### src/rtl/demux_1to3_router_if.sv
// Handshake bundle for the 1-to-3 router: one input stream, three output channels.
interface demux_1to3_router_if #(parameter int WORD_LENGTH = 32);
  logic [1:0]             Selector;
  logic                   In_Valid;
  logic                   In_Ready;
  logic [WORD_LENGTH-1:0] In_Data;
  logic                   Out_Valid0, Out_Valid1, Out_Valid2;
  logic                   Out_Ready0, Out_Ready1, Out_Ready2;
  logic [WORD_LENGTH-1:0] Out_Data0, Out_Data1, Out_Data2;
  logic [7:0]             Drop_Count;

  modport slave (
    input  Selector, In_Valid, In_Data, Out_Ready0, Out_Ready1, Out_Ready2,
    output In_Ready, Out_Valid0, Out_Valid1, Out_Valid2,
           Out_Data0, Out_Data1, Out_Data2, Drop_Count
  );

  modport master (
    output Selector, In_Valid, In_Data, Out_Ready0, Out_Ready1, Out_Ready2,
    input  In_Ready, Out_Valid0, Out_Valid1, Out_Valid2,
           Out_Data0, Out_Data1, Out_Data2, Drop_Count
  );
endinterface

### src/rtl/demux_1to3_router.sv
// 1-to-3 demux with one holding register per channel and full per-channel throughput.
// Define DEMUX_ILLEGAL_DROP_EN to discard Selector==3 words and count them; otherwise they go to channel 0.
module demux_1to3_router #(
  parameter int WORD_LENGTH = 32
) (
  input logic                clk,
  input logic                reset,
  demux_1to3_router_if.slave bus
);

  logic [2:0]                  vld_q, vld_d;
  logic [2:0][WORD_LENGTH-1:0] data_q, data_d;
  logic [2:0]                  rdy, free, load;
  logic [1:0]                  ch;
  logic                        illegal;
  logic                        sel_free;
  logic                        in_xfer;

`ifdef DEMUX_ILLEGAL_DROP_EN
  assign illegal = (bus.Selector == 2'd3);
  assign ch      = bus.Selector;
`else
  assign illegal = 1'b0;
  assign ch      = (bus.Selector == 2'd3) ? 2'd0 : bus.Selector;
`endif

  assign rdy  = {bus.Out_Ready2, bus.Out_Ready1, bus.Out_Ready0};
  assign free = ~vld_q | rdy;

  // ch==3 only survives into this case when dropping is enabled; a dropped word is always accepted.
  always_comb begin
    sel_free = 1'b1;
    case (ch)
      2'd0:    sel_free = free[0];
      2'd1:    sel_free = free[1];
      2'd2:    sel_free = free[2];
      default: sel_free = 1'b1;
    endcase
  end

  assign bus.In_Ready = sel_free;
  assign in_xfer      = bus.In_Valid & sel_free;

  always_comb begin
    vld_d  = vld_q;
    data_d = data_q;
    load   = '0;
    for (int n = 0; n < 3; n++) begin
      load[n] = in_xfer & ~illegal & (ch == n[1:0]);
      if (load[n]) begin
        vld_d[n]  = 1'b1;
        data_d[n] = bus.In_Data;
      end else if (vld_q[n] & rdy[n]) begin
        vld_d[n]  = 1'b0;
      end
    end
  end

  always_ff @(posedge clk) begin
    if (!reset) begin
      vld_q  <= '0;
      data_q <= '0;
    end else begin
      vld_q  <= vld_d;
      data_q <= data_d;
    end
  end

  assign bus.Out_Valid0 = vld_q[0];
  assign bus.Out_Valid1 = vld_q[1];
  assign bus.Out_Valid2 = vld_q[2];
  assign bus.Out_Data0  = data_q[0];
  assign bus.Out_Data1  = data_q[1];
  assign bus.Out_Data2  = data_q[2];

`ifdef DEMUX_ILLEGAL_DROP_EN
  logic [7:0] drop_q, drop_d;

  always_comb begin
    drop_d = drop_q;
    if (in_xfer && illegal && (drop_q != 8'hFF)) drop_d = drop_q + 8'd1;
  end

  always_ff @(posedge clk) begin
    if (!reset) drop_q <= '0;
    else        drop_q <= drop_d;
  end

  assign bus.Drop_Count = drop_q;
`else
  assign bus.Drop_Count = '0;
`endif

endmodule

### src/flat_wrapper.sv
// flat-port wrapper written by rule: the top's interface ports become plain ports
module demux_1to3_router_flat 
#(
  parameter int WORD_LENGTH = 32
)
  (clk, reset, bus_Selector, bus_In_Valid, bus_In_Data, bus_Out_Ready0, bus_Out_Ready1, bus_Out_Ready2, bus_In_Ready, bus_Out_Valid0, bus_Out_Valid1, bus_Out_Valid2, bus_Out_Data0, bus_Out_Data1, bus_Out_Data2, bus_Drop_Count);
  demux_1to3_router_if #(.WORD_LENGTH(WORD_LENGTH)) bus_i ();
  input logic clk;
  input logic reset;
  input wire logic [$bits(bus_i.Selector)-1:0] bus_Selector;
  input wire logic [$bits(bus_i.In_Valid)-1:0] bus_In_Valid;
  input wire logic [$bits(bus_i.In_Data)-1:0] bus_In_Data;
  input wire logic [$bits(bus_i.Out_Ready0)-1:0] bus_Out_Ready0;
  input wire logic [$bits(bus_i.Out_Ready1)-1:0] bus_Out_Ready1;
  input wire logic [$bits(bus_i.Out_Ready2)-1:0] bus_Out_Ready2;
  output wire logic [$bits(bus_i.In_Ready)-1:0] bus_In_Ready;
  output wire logic [$bits(bus_i.Out_Valid0)-1:0] bus_Out_Valid0;
  output wire logic [$bits(bus_i.Out_Valid1)-1:0] bus_Out_Valid1;
  output wire logic [$bits(bus_i.Out_Valid2)-1:0] bus_Out_Valid2;
  output wire logic [$bits(bus_i.Out_Data0)-1:0] bus_Out_Data0;
  output wire logic [$bits(bus_i.Out_Data1)-1:0] bus_Out_Data1;
  output wire logic [$bits(bus_i.Out_Data2)-1:0] bus_Out_Data2;
  output wire logic [$bits(bus_i.Drop_Count)-1:0] bus_Drop_Count;
  assign bus_i.Selector = bus_Selector;
  assign bus_i.In_Valid = bus_In_Valid;
  assign bus_i.In_Data = bus_In_Data;
  assign bus_i.Out_Ready0 = bus_Out_Ready0;
  assign bus_i.Out_Ready1 = bus_Out_Ready1;
  assign bus_i.Out_Ready2 = bus_Out_Ready2;
  assign bus_In_Ready = bus_i.In_Ready;
  assign bus_Out_Valid0 = bus_i.Out_Valid0;
  assign bus_Out_Valid1 = bus_i.Out_Valid1;
  assign bus_Out_Valid2 = bus_i.Out_Valid2;
  assign bus_Out_Data0 = bus_i.Out_Data0;
  assign bus_Out_Data1 = bus_i.Out_Data1;
  assign bus_Out_Data2 = bus_i.Out_Data2;
  assign bus_Drop_Count = bus_i.Drop_Count;
  demux_1to3_router #(.WORD_LENGTH(WORD_LENGTH)) u_core (.clk(clk), .reset(reset), .bus(bus_i));
endmodule
### config.mk
export PLATFORM = sky130hd
export DESIGN_NAME = demux_1to3_router_flat
export DESIGN_NICKNAME = d
export VERILOG_FILES = /design/src/rtl/demux_1to3_router_if.sv /design/src/rtl/demux_1to3_router.sv /design/src/flat_wrapper.sv
export SDC_FILE = /design/constraint.sdc
export NUM_CORES = 1
export LEC_CHECK = 0
export BUFFER_PORTS_ARGS = -buffer_cell sky130_fd_sc_hd__buf_2
export CAP_MARGIN = 20
export CORE_ASPECT_RATIO = 1.1
export CORE_MARGIN = 3
export CORE_UTILIZATION = 40
export CTS_CLUSTER_DIAMETER = 200
export DETAILED_ROUTE_END_ITERATION = 16
export PLACE_DENSITY = 0.67
export SYNTH_ARGS = -nofsm -noshare
export SYNTH_HDL_FRONTEND = slang
export SYNTH_SLANG_ARGS = --single-unit
### constraint.sdc
create_clock -name clk -period 1.48 [get_ports clk]
set_input_delay 0.222 -clock clk [delete_from_list [all_inputs] [get_ports clk]]
set_output_delay 0.222 -clock clk [all_outputs]
set_load 0.02 [all_outputs]
Yosys cells after proc, flatten, opt, wreduce, memory -nomap -nowiden. Index checks and enable logic that the tools add are counted.

Bits in registers: 99. Input bits: 40. Output and inout port bits: 108. Logic and storage cells: 30.

Equal/unequal tests: 3. Mux-type cells: 8. Bitwise logic cells: 9. Reduce and logical (&&, ||, !) cells: 4.

Operators with widths (number): $and A1 B1 Y1 (7); $mux W1 (6); $reduce_bool A2 Y1 (3); $eq A2 B2 Y1 const B (2); $not A3 Y3 (1); $or A3 B3 Y3 (1); $pmux W1 S3 (1); $eq A2 B1 Y1 const B (1); $logic_not A2 Y1 (1); $mux W2 (1).

Longest topological paths before layout. Gate-level depths: netlist of the first run.

Depth in word-level cells: 7. Mapped depth: 6. Depth with buffers taken out: 5.

Worst setup path before layout of the first run. No wires, ideal clock.

Path type: input port to flip-flop. From: input bus_Selector[0]. To: register u_core.data_q (netlist bit u_core.bus.Out_Data0[10]). Setup time: 0.120 ns. Arrival time: 1.251 ns. Required time: 1.360 ns. Setup slack: 0.108 ns. Stages on the path: 6. Path buffers: 1. Cells stage by stage: inv_1 > ha_1 > a22oi_4 > a21oi_4 > buf_6 > mux2i_1.

Word-level cells in the longest chain between the ends: 6. Elaborated cells between the ends (all ways): 8. Classes of those cells: eq/ne (3); mux (2); bitwise (2); reduce/logical (1).

Ends and longest elaborated chain: from (decl) (RTL line flat_wrapper.sv:10) `input wire logic [$bits(bus_i.Selector)-1:0] bus_Selector;`; $eq A2 B2 Y1 (RTL line demux_1to3_router.sv:24) `assign ch = (bus.Selector == 2'd3) ? 2'd0 : bus.Selector;`; $mux W2 * (RTL line demux_1to3_router.sv:24); $eq A2 B2 Y1, or another cell as far along (RTL line demux_1to3_router.sv:33) `case (ch)`; $pmux W1 S3 (RTL line demux_1to3_router.sv:33); $and A1 B1 Y1 (RTL line demux_1to3_router.sv:42) `assign in_xfer = bus.In_Valid & sel_free;`; $and A1 B1 Y1 * (RTL line demux_1to3_router.sv:49) `load[n] = in_xfer & ~illegal & (ch == n[1:0]);`; to (signal assigned) (RTL line demux_1to3_router.sv:65) `data_q <= data_d;`; to (decl) (RTL line demux_1to3_router.sv:12) `logic [2:0][WORD_LENGTH-1:0] data_q, data_d;`.

Every way passes the cells marked *; elsewhere a longest branch is shown, timed or not. A chain may end at the register's enable or synchronous reset.

Final worst setup path of the first run.
From: register u_core.vld_q[2]. To: output bus_In_Ready.

Word-level cells in the longest chain between the ends: 3.

Ends and longest elaborated chain: from (decl) (RTL line demux_1to3_router.sv:11) `logic [2:0] vld_q, vld_d;`; from (signal assigned) (RTL line demux_1to3_router.sv:64) `vld_q <= vld_d;`; $not A3 Y3 (RTL line demux_1to3_router.sv:28) `assign free = ~vld_q | rdy;`; $or A3 B3 Y3 (RTL line demux_1to3_router.sv:28); $pmux W1 S3 (RTL line demux_1to3_router.sv:33); to (decl) (RTL line flat_wrapper.sv:16) `output wire logic [$bits(bus_i.In_Ready)-1:0] bus_In_Ready;`.

No other way between the ends.

==> flow_metrics.env, run 1 <==
export IMPL_cts_sinks=99
export IMPL_period_share_pct=95.2
export IMPL_yosysTopAreaCellShare_pct=51.3
export IMPL_final_area_mm2=0.00489
export IMPL_period_minus_slack_ps=1410
export IMPL_critPathLaunchType="register"
export IMPL_tns_ps=0
export IMPL_path_clk_slew_ps=90
export IMPL_drv_cap=0
export IMPL_yosysTopAreaCell="dfxtp_1"
export IMPL_yosysMostFrequentCell="nand2_1"
export IMPL_register_area_mm2=0.00199
export IMPL_syn_area_mm2=0.00386
export IMPL_drive_above_1_share_pct=34.2
export IMPL_clockBufferDepth=2
export IMPL_die_area_mm2=0.0109
export IMPL_cts_tree="done"
export IMPL_area_growth_pct=26.8
export IMPL_vias_per_cell=4.70
export IMPL_synth_cell_types=15
export IMPL_grt_pass1_wl_um=13800
export IMPL_clock_skew_final_ps=6.67
export IMPL_netlist_instances=377
export IMPL_fmax_ghz=0.710
export IMPL_start_util_pct=42.2
export IMPL_worstPathCellList="nand2b_4 > a22oi_4 > nand2_2 > buf_4"
export IMPL_worstSkewPairLatency_ps=350
export IMPL_dr_pass1_iters=4
export IMPL_io_pins=148
export IMPL_grt_usage_pct=16.0
export IMPL_place_port_buffers=139
export IMPL_ir_drop_uv=493
export IMPL_critPathRequiredTime_ps=1260
export IMPL_grt_max_degree=95
export IMPL_avgSynthCellArea_um2=10.2
export IMPL_nets=557
export IMPL_cts_buffers=9
export IMPL_p_leak_nw=2.23
export IMPL_synth_edff_count=0
export IMPL_multi_input_area_mm2=0.00169
export IMPL_hold_viol_final=0
export IMPL_antenna_left=0
export IMPL_first_iter_violations=85
export IMPL_synthTopCellsByArea="dfxtp_1 51%, mux2i_1 25%, nand2_1 13%"
export IMPL_cts_root_buf="clkbuf_8"
export IMPL_async_flop_share_pct=0
export IMPL_coreArea_mm2=0.00914
export IMPL_fill_cells=860
export IMPL_path_max_fanout=2
export IMPL_path_class="reg2out"
export IMPL_num_vias=2973
export IMPL_grt_ovfl_total=0
export IMPL_fp_dieW_um=99.7
export IMPL_n_antenna_cell=0
export IMPL_worstPathArrival_ps=1190
export IMPL_synth_ff_type="dfxtp_1"
export IMPL_place_congestion=0.703
export IMPL_powerDensity_mw_per_mm2=1080
export IMPL_yosys_warnings=0
export IMPL_h_tree_depth=3
export IMPL_placed_area_mm2=0.00465
export IMPL_finalSetupViolCount=0
export IMPL_dpl_hpwl_um=6360
export IMPL_max_stage_delay_ps=360
export IMPL_wirelength_um=8880
export IMPL_antenna_found_initial=0
export IMPL_wl_per_cell_um=14.0
export IMPL_ctsHoldBuffers=0
export IMPL_synth_seq_area_share_pct=51.3
export IMPL_maxSlewViolCount=0
export IMPL_ys_ff_latch=99
export IMPL_critPathCaptureType="output pin"
export IMPL_status="complete, no violations"
export IMPL_synth_commonest_cells="132 x nand2_1, 99 x dfxtp_1, 96 x mux2i_1"
export IMPL_holdWs_ps=155
export IMPL_fp_dieH_um=109
export IMPL_critPathSlowestCell="dfxtp_2"
export IMPL_drcViolationCount=0
export IMPL_grt_pass1_vias=2873
export IMPL_hold_class="in2reg"
export IMPL_fp_row_count=36
final cells by class:
cell class              instances  area share [%]
clock buffers                  11            2.89
clock inverters                 5            1.07
inverters                       2           0.153
multi-input cells             251            34.6
flip-flops and latches         99            40.6
well taps                     114            2.91
repair buffers                150            17.8
layer usage:
layer | routed length [um] | track usage, % | share of wire (%) | up-vias
met2 | 4210 | 25.7 | 47 | 103
met4 | 210 | 8.00 | 2.4 | 0
met3 | 690 | 4.73 | 7.8 | 18
li1 | - | - | - | 1481
met5 | 0 | 0 | 0 | -
met1 | 3770 | 19.6 | 42 | 1371
metrics by stage:
step	worst slack (ps)	cells	total power (W)	util [%]
floorplan	108	384	0.00341	-
detailed placement	-124	613	0.00365	50.9
global placement	-68.2	613	0.00364	50.9
CTS	18.9	631	0.00536	53.2
finish	71.8	632	0.00530	53.5
global route	-4.16	632	0.00553	53.5
repair_timing:
item	in CTS	in global routing
gates resized for setup	0	7
pin swaps	2	1
hold endpoints to repair	0	0
setup buffers	2	1
endpoints found under the setup margin	1	61
logic make-up after synthesis:
group | Yosys count | synth area share [%]
flip-flops | 99 | 51.3
other | 1 | 0.0971
AO/OA/AOI/OAI | 8 | 2.95
multiplexers | 96 | 24.9
buffers and inverters | 34 | 5.93
adder cells (fa/ha/maj) | 4 | 1.30
AND/OR/NAND/NOR | 135 | 13.5
worst max-delay path: cells and delay by family (launching register included):
family	cells	cell delay, ps
AOI/OAI and AO/OA	1	190
buffers and inverters	1	160
DFF	1	360
and+or+nand+nor	2	130
layout by cell type (no fill, tap or decap), drive strengths merged:
cell type	synthesis	layout
a21oi	3	3
nand2b	3	3
conb	1	8
clkbuf	12	11
ha	4	4
dfxtp	99	99
mux2i	96	96
clkinv	0	3
nand2	132	132
bufinv	0	1
buf	20	150
clkinvlp	0	1
a21boi	3	3
inv	2	2
a22oi	2	2
registers in the layout (all words and copies together) (netlist names):
register	flops
u_core.bus.Out_Data1	32
u_core.bus.Out_Data0	32
u_core.vld_q	3
u_core.bus.Out_Data2	32
report_power, final:
group | internal [W] | switching, W
clock network | 0.000820 | 0.000884
registers | 0.00278 | 0.0000617
logic | 0.000296 | 0.000466
total | 0.00389 | 0.00141
final timing paths:
path                            startpoint                        to  slack (ps)  cells after the start
hold / removal             bus_In_Data[12]  u_core.bus.Out_Data2[12]         160                      3
setup / recovery           u_core.vld_q[2]              bus_In_Ready          70                      4
setup reg to reg           u_core.vld_q[2]   u_core.bus.Out_Data0[3]         120                      6
hold reg to reg   u_core.bus.Out_Data1[18]  u_core.bus.Out_Data1[18]         460                      2
Power figures use the tool's default switching activity.
==> inputs of run 2 (changes only) <==
--- a/config.mk
+++ b/config.mk
@@ -5,14 +5,15 @@
 export SDC_FILE = /design/constraint.sdc
 export NUM_CORES = 1
 export LEC_CHECK = 0
+export ABC_AREA = 1
 export BUFFER_PORTS_ARGS = -buffer_cell sky130_fd_sc_hd__buf_2
-export CAP_MARGIN = 20
+export CAP_MARGIN = 0
 export CORE_ASPECT_RATIO = 1.1
 export CORE_MARGIN = 3
-export CORE_UTILIZATION = 40
+export CORE_UTILIZATION = 52
 export CTS_CLUSTER_DIAMETER = 200
 export DETAILED_ROUTE_END_ITERATION = 16
-export PLACE_DENSITY = 0.67
+export PLACE_DENSITY = 0.8
 export SYNTH_ARGS = -nofsm -noshare
 export SYNTH_HDL_FRONTEND = slang
 export SYNTH_SLANG_ARGS = --single-unit
==> flow_metrics.env, run 2 <==
export IMPL_status="finished, violations left"
export IMPL_violations="setup timing"
export IMPL_grt_max_degree=50
export IMPL_grt_pass1_wl_um=19300
export IMPL_fp_row_count=37
export IMPL_fp_dieW_um=99.9
export IMPL_clockBufferDepth=2
export IMPL_worstHoldStart="bus_Out_Ready2"
export IMPL_final_area_mm2=0.00614
export IMPL_critPathLaunchType="register"
export IMPL_max_stage_delay_ps=360
export IMPL_hold_viol_final=0
export IMPL_synth_seq_area_share_pct=39.3
export IMPL_drv_cap=0
export IMPL_powerDensity_mw_per_mm2=965
export IMPL_final_common_cell="nand2_1"
export IMPL_critPathCaptureType="output pin"
export IMPL_cts_buffers=9
export IMPL_critPathSlowestCell="dfxtp_2"
export IMPL_area_growth_pct=21.9
export IMPL_p_int_w=0.00397
export IMPL_wl_per_cell_um=11.4
export IMPL_ctsHoldBuffers=0
export IMPL_hold_class="in2reg"
export IMPL_holdPathStages=4
export IMPL_async_flop_share_pct=0
export IMPL_mostFrequentLayoutCells="198 x nand2_1, 173 x inv_1, 136 x buf_2"
export IMPL_dpl_hpwl_um=8510
export IMPL_netlist_instances=797
export IMPL_h_tree_depth=3
export IMPL_io_pins=148
export IMPL_rsz0062_at_grt="true"
export IMPL_synthTopCellsByArea="dfxtp_1 39%, nand2_1 15%, inv_1 13%"
export IMPL_placed_area_mm2=0.00591
export IMPL_worstSetupPathDepth=5
export IMPL_yosys_warnings=0
export IMPL_power_net_switching_w=0.00196
export IMPL_n_antenna_cell=0
export IMPL_reg2reg_slack_ps=50
export IMPL_cts_root_buf="clkbuf_8"
export IMPL_vias_per_cell=4.53
export IMPL_place_port_buffers=139
export IMPL_worstSkewPairLatency_ps=360
export IMPL_min_to="u_core.vld_q[2]"
export IMPL_drcViolationCount=0
export IMPL_avgSynthCellArea_um2=6.33
export IMPL_cts_tree="done"
export IMPL_p_leak_nw=3.60
export IMPL_period_minus_slack_ps=1500
export IMPL_holdWs_ps=148
export IMPL_maxSlewViolCount=0
export IMPL_grt_pass1_vias=4224
export IMPL_path_class="reg2out"
export IMPL_synth_cell_types=18
export IMPL_p_seq_share_pct=49.3
export IMPL_setup_slack_ps=-21.3
export IMPL_path_max_fanout=2
export IMPL_power_share_switching_pct=33.0
export IMPL_start_util_pct=53.6
export IMPL_first_iter_violations=142
export IMPL_cts_sinks=99
export IMPL_place_congestion=0.781
export IMPL_grt_ovfl_total=0
export IMPL_die_area_mm2=0.0109
export IMPL_grt_usage_pct=21.7
export IMPL_period_share_pct=101
export IMPL_yosysTopAreaCellShare_pct=39.3
export IMPL_drive_above_1_share_pct=27.0
export IMPL_fp_dieH_um=109
export IMPL_rr_worst_depth=11
export IMPL_coreArea_mm2=0.00940
export IMPL_yosysTopAreaCell="dfxtp_1"
export IMPL_syn_area_mm2=0.00504
export IMPL_ys_ff_latch=99
export IMPL_synth_edff_count=0
export IMPL_num_vias=4714
export IMPL_synth_commonest_cells="201 x nand2_1, 173 x inv_1, 99 x dfxtp_1"
export IMPL_power_share_clock_pct=25.2
export IMPL_worst_path_buf_inv=2
export IMPL_timing_rr_end="u_core.bus.Out_Data2[17]"
export IMPL_clock_skew_final_ps=11.2
export IMPL_path_clk_slew_ps=100
export IMPL_worstPathCellList="nand2_4 > a21boi_4 > nand2_8 > buf_12 > buf_8"
export IMPL_rr_startpoint="u_core.vld_q[2]"
export IMPL_antenna_found_initial=0
export IMPL_critPathRequiredTime_ps=1260
export IMPL_fmax_ghz=0.666
export IMPL_critPathTopFamily="flip-flops"
export IMPL_antenna_left=0
export IMPL_nets=964
export IMPL_dr_pass1_iters=5
export IMPL_yosysMostFrequentCell="nand2_1"
export IMPL_ir_drop_uv=628
export IMPL_pwr_share_comb_pct=25.5
export IMPL_wirelength_um=11900
export IMPL_finalSetupViolCount=1
export IMPL_synth_ff_type="dfxtp_1"
export IMPL_worstPathArrival_ps=1280
run 2: worst reg2reg max path, delay by kind of cell, from the launching register on:
kind	cells	cell delay [ps]
and+or+nand+nor	7	550
DFF	1	330
buffers and inverters	4	480
run 2: kinds of logic (layout without fill, tap and decap cells):
| group | after synthesis | count (layout) | synth area share (%) |
|---|---|---|---|
| other | 1 | 8 | 0.0744 |
| flip-flops | 99 | 99 | 39.3 |
| buffers and inverters | 293 | 412 | 23.9 |
| AO/OA/AOI/OAI | 3 | 3 | 0.571 |
| AND/OR/NAND/NOR | 397 | 397 | 35.2 |
| adder cells (fa/ha/maj) | 4 | 4 | 0.993 |
run 2: layout make-up:
class / instances / area [um2]
clock buffers: 10 / 128
clock inverters: 4 / 30.0
fillers: 883 / 3250
inverters: 232 / 871
multi-input cells: 412 / 1910
flip-flops and latches: 99 / 1990
well taps: 117 / 146
repair buffers: 166 / 1070
run 2: how the worst max path moves through the flow:
| stage | startpoint | to | slack (ps) |
|---|---|---|---|
| final | u_core.vld_q[0] | bus_In_Ready | -20 |
| after global routing | u_core.vld_q[1] | bus_In_Ready | -70 |
| after CTS | u_core.vld_q[0] | bus_In_Ready | -50 |
| after detailed placement | bus_Selector[0] | u_core.bus.Out_Data2[17] | -150 |
| after global placement | bus_Selector[0] | u_core.bus.Out_Data2[6] | -80 |
| after floorplan | bus_Selector[0] | u_core.bus.Out_Data2[10] | -7 |
run 2: stage by stage:
stage | total power [W] | util [%] | instances | setup TNS [ps] | setup slack [ps]
final | 0.00593 | 65.4 | 1040 | -21.3 | -21.3
after global routing | 0.00626 | 65.4 | 1040 | -2010 | -65.8
after CTS | 0.00596 | 65.1 | 1040 | -49.1 | -49.1
after detailed placement | 0.00446 | 62.9 | 1023 | -10440 | -149
after global placement | 0.00444 | 62.9 | 1023 | -6280 | -83.6
after floorplan | 0.00403 | - | 804 | -124 | -6.70
run 2: power by group through the flow:
stage	clock network, W	registers [W]	logic [W]
finish	0.00149	0.00292	0.00151
global route	0.00163	0.00294	0.00169
CTS	0.00153	0.00292	0.00151
detailed placement	0	0.00298	0.00148
global placement	0	0.00298	0.00146
floorplan	0	0.00319	0.000841
run 2: layer usage:
layer / vias to the layer above / share of wire [%] / global-route usage, %
met3: 14 / 6.5 / 4.22
met1: 2011 / 44 / 26.4
met5: - / 0 / 0
met4: 0 / 1.1 / 6.83
li1: 2547 / - / -
met2: 142 / 48 / 38.5
run 2: timing repair:
| item | in CTS | in global routing |
|---|---|---|
| buffers inserted | 3 | 0 |
| cloned | 0 | 0 |
| pin swaps | 3 | 4 |
| gates resized for setup | 9 | 6 |
| setup endpoints to repair | 1 | 91 |
